File: src/rtl/calc_pkg.sv
// Shared types and widths for the calculator controller and its button front end.
package calc_pkg;

  localparam int DATA_W = 32;
  localparam int SW_W   = 16;
  localparam int OP_W   = 4;

  typedef enum logic [1:0] {
    IDLE = 2'd0,
    EXEC = 2'd1,
    DONE = 2'd2
  } state_e;

  // Operand B is the switch word with its top bit copied into the upper half.
  function automatic logic [DATA_W-1:0] sextSw(input logic [SW_W-1:0] v);
    return {{(DATA_W - SW_W){v[SW_W-1]}}, v};
  endfunction

endpackage

File: src/rtl/calc_debounce.sv
// Button front end: 2-FF synchronizer, counting debouncer and a one-cycle
// rising-edge pulse. A button already held when reset ends stays disarmed
// until it has been seen released once, so it cannot fire a stale press.
module calc_debounce #(
  parameter int DB_CYCLES = 4
) (
  input  logic clk,
  input  logic rst,
  input  logic btn_i,
  output logic pulse_o
);

  localparam logic [7:0] CNT_MAX = 8'(DB_CYCLES - 1);

  logic       sync1_q, sync2_q;
  logic       primed1_q, primed2_q, armed_q;
  logic       level_q, level_d, levelPrev_q;
  logic [7:0] cnt_q, cnt_d;

  // Bring the raw button into the clock domain and arm once a release is seen.
  always_ff @(posedge clk or posedge rst) begin
    if (rst) begin
      sync1_q   <= 1'b0;
      sync2_q   <= 1'b0;
      primed1_q <= 1'b0;
      primed2_q <= 1'b0;
      armed_q   <= 1'b0;
    end else begin
      sync1_q   <= btn_i;
      sync2_q   <= sync1_q;
      primed1_q <= 1'b1;
      primed2_q <= primed1_q;
      armed_q   <= armed_q | (primed2_q & ~sync2_q);
    end
  end

  // Flip the debounced level only after DB_CYCLES consecutive disagreeing samples.
  always_comb begin
    level_d = level_q;
    cnt_d   = cnt_q;
    if (sync2_q == level_q) begin
      cnt_d = 8'd0;
    end else if (cnt_q == CNT_MAX) begin
      level_d = sync2_q;
      cnt_d   = 8'd0;
    end else begin
      cnt_d = cnt_q + 8'd1;
    end
  end

  // Hold the debounced level and its previous value for edge detection.
  always_ff @(posedge clk or posedge rst) begin
    if (rst) begin
      level_q     <= 1'b0;
      levelPrev_q <= 1'b0;
      cnt_q       <= 8'd0;
    end else begin
      level_q     <= level_d;
      levelPrev_q <= level_q;
      cnt_q       <= cnt_d;
    end
  end

  assign pulse_o = level_q & ~levelPrev_q & armed_q;

endmodule

File: src/rtl/calc_ctrl.sv
// Calculator controller: turns debounced execute/clear presses into one ALU
// operation at a time, holding operands steady while the external ALU works
// and accumulating its result. Clear always beats execute.
module calc_ctrl
  import calc_pkg::*;
#(
  parameter int DB_CYCLES = 4,
  parameter int ALU_LAT   = 1
) (
  input  logic              clk,
  input  logic              rst,
  input  logic              btnc,
  input  logic              btnac,
  input  logic [OP_W-1:0]   alu_op_in,
  input  logic [SW_W-1:0]   sw,
  output logic [DATA_W-1:0] alu_a,
  output logic [DATA_W-1:0] alu_b,
  output logic [OP_W-1:0]   alu_op,
  input  logic [DATA_W-1:0] alu_result,
  input  logic              alu_ovf,
  output logic [SW_W-1:0]   led,
  output logic              busy,
  output logic              ovf_flag
);

  localparam logic [1:0] LAT_LOAD = 2'(ALU_LAT - 1);

  logic execPulse, clrPulse;

  state_e            state_q;
  logic [DATA_W-1:0] acc_q, opB_q;
  logic [OP_W-1:0]   op_q;
  logic [1:0]        latCnt_q;
  logic              ovf_q, busy_q;

  calc_debounce #(.DB_CYCLES(DB_CYCLES)) u_execBtn (
    .clk     (clk),
    .rst     (rst),
    .btn_i   (btnc),
    .pulse_o (execPulse)
  );

  calc_debounce #(.DB_CYCLES(DB_CYCLES)) u_clearBtn (
    .clk     (clk),
    .rst     (rst),
    .btn_i   (btnac),
    .pulse_o (clrPulse)
  );

  // Operation sequencer: latch operands, wait out the ALU latency, write back.
  always_ff @(posedge clk or posedge rst) begin
    if (rst) begin
      state_q  <= IDLE;
      acc_q    <= '0;
      opB_q    <= '0;
      op_q     <= '0;
      latCnt_q <= 2'd0;
      ovf_q    <= 1'b0;
      busy_q   <= 1'b0;
    end else if (clrPulse) begin
      state_q  <= IDLE;
      acc_q    <= '0;
      ovf_q    <= 1'b0;
      latCnt_q <= 2'd0;
      busy_q   <= 1'b0;
    end else begin
      case (state_q)
        IDLE: begin
          if (execPulse) begin
            op_q     <= alu_op_in;
            opB_q    <= sextSw(sw);
            latCnt_q <= LAT_LOAD;
            state_q  <= EXEC;
            busy_q   <= 1'b1;
          end
        end
        EXEC: begin
          if (latCnt_q == 2'd0) begin
            acc_q   <= alu_result;
            ovf_q   <= ovf_q | alu_ovf;
            state_q <= DONE;
          end else begin
            latCnt_q <= latCnt_q - 2'd1;
          end
        end
        DONE: begin
          state_q <= IDLE;
          busy_q  <= 1'b0;
        end
        default: begin
          state_q <= IDLE;
          busy_q  <= 1'b0;
        end
      endcase
    end
  end

  assign alu_a    = acc_q;
  assign alu_b    = opB_q;
  assign alu_op   = op_q;
  assign led      = acc_q[SW_W-1:0];
  assign busy     = busy_q;
  assign ovf_flag = ovf_q;

endmodule

File: config.mk
export PLATFORM = sky130hd
export DESIGN_NAME = calc_ctrl
export DESIGN_NICKNAME = d
export VERILOG_FILES = /design/src/rtl/calc_pkg.sv /design/src/rtl/calc_debounce.sv /design/src/rtl/calc_ctrl.sv
export SDC_FILE = /design/constraint.sdc
export NUM_CORES = 1
export LEC_CHECK = 0
export BUFFER_PORTS_ARGS = -buffer_cell sky130_fd_sc_hd__clkbuf_2
export CORE_MARGIN = 3
export CORE_UTILIZATION = 43
export DETAILED_ROUTE_END_ITERATION = 7
export PLACE_DENSITY = 0.78
export SETUP_SLACK_MARGIN = 0.5
export SLEW_MARGIN = 15
export SYNTH_ARGS = -nofsm -noshare
export SYNTH_HDL_FRONTEND = slang
export SYNTH_SLANG_ARGS = --single-unit
File: constraint.sdc
create_clock -name clk -period 4.9 [get_ports clk]
set_input_delay 0.98 -clock clk [delete_from_list [all_inputs] [get_ports clk]]
set_output_delay 0.98 -clock clk [all_outputs]
set_load 0.03 [all_outputs]
==> results by group <==
Layout
  • Syn-to-layout area delta: 20.4%
  • Number of fill cells: 669
  • Core Util, Final: 54.9%
  • # diodes: 0
  • Finished Layout Cells: between 400 and 500
  • Share of post-route cells with drive strength above 1: 47.9%
  • NumNets Final: roughly 450

Synthesis
  • Register area share after synthesis: between 50% and 60%
  • Syn Inst Count: approximately 280
  • Synth top area cells: dfrtp_1, mux2_4, a22o_1, buf_4, ha_1
  • Most common cell in the netlist: dfrtp_1
  • Seq cells post-synth: 86
  • Cell accounting for the most synthesized area: dfrtp_1
  • Main flop type after synthesis: dfrtp_1
  • Net Count, Synth: approximately 340
  • Synth top area share: 59.2%
  • Post-synth top cells: dfrtp_1, a22o_1, buf_4
  • Warnings, synthesis: 0
  • Synth Area per Inst: 13.2 sq um
  • Cell area after synthesis: between 3000 and 4000 sq um
  • Netlist cell types: 35
  • Synth async-reset ratio: 100%
  • Post-synth EDFFs: 0

Floorplanning
  • Die area: 9590 sq um
  • Initial Util: 45.6%
  • Rows: 32
  • Total core area: 7970 sq um
  • Vert. Die Dim: 97.9 um
  • Io pins: between 100 and 150
  • Die Wd: 97.9 um

Timing
  • Setup violators final: 0
  • Worst Skew: 0.00553 ns
  • WHS: 0.365 ns
  • Max Clk Rate: between 400 and 500 MHz
  • Final hold vios: 0
  • Fin crit share: 45.8%
  • Setup TNS: 0 ns
  • RSZ-0062 raised after global routing: no
  • Final Critical Period: 2.25 ns
  • Worst-Margin Slew: 0.769 ns
  • Slew margin rel.: 48.7%
  • Final Max Slew Viols: 0

Clocking
  • Clk Latency, worst-skew pair: around 0.34 ns
  • Post-cts resize count: 0
  • TritonCTS Buffers: 9
  • CTS Root Buffer Type: clkbuf_8
  • Post-CTS Setup Bufs: 0
  • Reg clk slew, reported paths: roughly 0.07 ns
  • CTS tree: built
  • H-tree Lvls: 3
  • Clk sinks: 86
  • Cts hold-fix bufs: 0
  • Clock Path Buffers: 2

Hold path
  • Worst hold stages: 0
  • Hold Path Origin: u_clearBtn.sync1_q$_DFF_PP0_
  • Hold WC Path Type: reg -> reg
  • Endpoint, Worst Hold: u_clearBtn.sync2_q$_DFF_PP0_

Placed design
  • DP Wirelength: a little over 5 mm
  • Port buffer count: 142
  • RePlAce Congestion: 0.793
  • Placed Instances: 477

Setup path
  • Critical-path top delay cell: dfrtp_1
  • Crit-path max FO: 18
  • Startpoint Class: flop
  • Crit Reg-Reg Endpoint: u_execBtn.cnt_q[3]$_DFF_PP0_
  • CP top delay family: flip-flops
  • Worst EP required: 3.92 ns
  • Worst Path Arrival: 1.27 ns
  • CP peak stage delay: 0.63 ns
  • Cell breakdown of the critical path: clkbuf_2
  • Worst setup EP type: output port
  • Crit Path Category: reg -> out
  • R2R depth: 4
  • Worst r2r src: u_execBtn.cnt_q[0]$_DFF_PP0_
  • Worst R2R Setup Slack: roughly 2.9 ns
  • WP buf/inv: 1

Routing
  • Drt total wl: 6.83 mm
  • Drt drc: 0
  • Routed vias/inst: 4.91
  • DRT iter0 DRCs: 68
  • Wirelength per Cell: 13.9 um
  • First drt pass iteration count: 4
  • Vias: 2406
  • Post-route ant nets: 0

Power and ir drop
  • VDD IR-drop max: 368 uV
  • Pwr dens: 796 nW/um^2
  • Pleak: between 0.002 and 0.0025 uW

Global route
  • Largest net degree at the start of global routing: 48
  • Vias in the first global route: between 2000 and 2500
  • First-pass GRT wire length: 11.6 mm
  • Remaining global-route overflow: 0
  • Overall routing resource usage: 14.9%
  • Antenna violations before repair: 0

Outcome
  • Outcome: completed

Run
  • Max Cap Viol: 0
how the worst max path moves through the flow:
stage / end / depth (start not counted) / slack, ns / startpoint
6_report: alu_b[25] / 1 / 2.65 / alu_b[15]$_DFFE_PP0P_
5_1_grt: alu_b[25] / 1 / 2.56 / alu_b[15]$_DFFE_PP0P_
4_1_cts: alu_b[25] / 1 / 2.61 / alu_b[15]$_DFFE_PP0P_
3_5_place_dp: alu_a[25]$_DFFE_PP0P_ / 5 / 2.72 / latCnt_q[0]$_DFFE_PP0P_
3_3_place_gp: ovf_flag$_DFFE_PP0P_ / 3 / 2.78 / rst
2_1_floorplan: alu_a[0]$_DFFE_PP0P_ / 1 / 1.70 / rst
stage by stage:
stage               cell area (sq um)  power, uW  setup WS [ns]
global route                     4380       3680           2.56
global placement                 4190       3020           2.78
CTS                              4370       3510           2.61
floorplan                        3630       2730           1.70
detailed placement               4190       3040           2.72
finish                           4380       3480           2.65
layout make-up:
class                      instances  area (sq um)  share of cell area [%]
clock buffer                      11           141                    3.23
sequential                        86          2150                    49.2
timing repair buffer             143           718                    16.4
multi-input combinational        135          1160                    26.5
inverter                          11          42.5                   0.972
tap                              102           128                    2.92
clock inverter                     2          35.0                   0.801
per-layer routing:
| layer | vias to the layer above | global-route usage (%) | share of wire (%) |
|---|---|---|---|
| li1 | 1148 | - | - |
| met1 | 1138 | 18.2 | 41 |
| met2 | 109 | 24.1 | 48 |
| met3 | 11 | 5.64 | 9.3 |
| met4 | 0 | 5.32 | 1.4 |
| met5 | - | 0 | 0 |
power breakdown:
part	internal, uW	total, uW	switching [uW]
Combinational	628	1830	1200
Sequential	986	1190	208
Clock	240	457	217
Total	1850	3480	1630
registers in the layout, indices dropped and copies added, names as in the netlist, 2 cells and up:
signal	count
latCnt_q	2
u_clearBtn.cnt_q	8
alu_a	32
state_q	2
alu_b	16
alu_op	4
u_execBtn.cnt_q	8
logic make-up after synthesis:
logic type | Yosys count | synth area share, %
buffers and inverters | 54 | 9.30
flip-flops | 86 | 59.2
AND/OR/NAND/NOR | 44 | 6.96
multiplexers | 22 | 8.85
AO/OA/AOI/OAI | 55 | 11.9
XOR/XNOR | 8 | 1.93
adder cells (fa/ha/maj) | 5 | 1.72
other | 1 | 0.103
placed cells by master (no fill, tap or decap), types with 3 or more instances in the layout:
cell type and instances:
dfrtp_1 86, clkbuf_8 10, xnor2_1 3, a21o_1 3
clkbuf_2 142, a21oi_1 10, o21ai_0 6, nand3_1 8
a22o_1 32, nand2_1 3, inv_1 10, ha_1 5
mux2_4 20, nor2_1 11, or3_1 6, xor2_1 5
No activity file was read; power rests on OpenSTA's default activity.
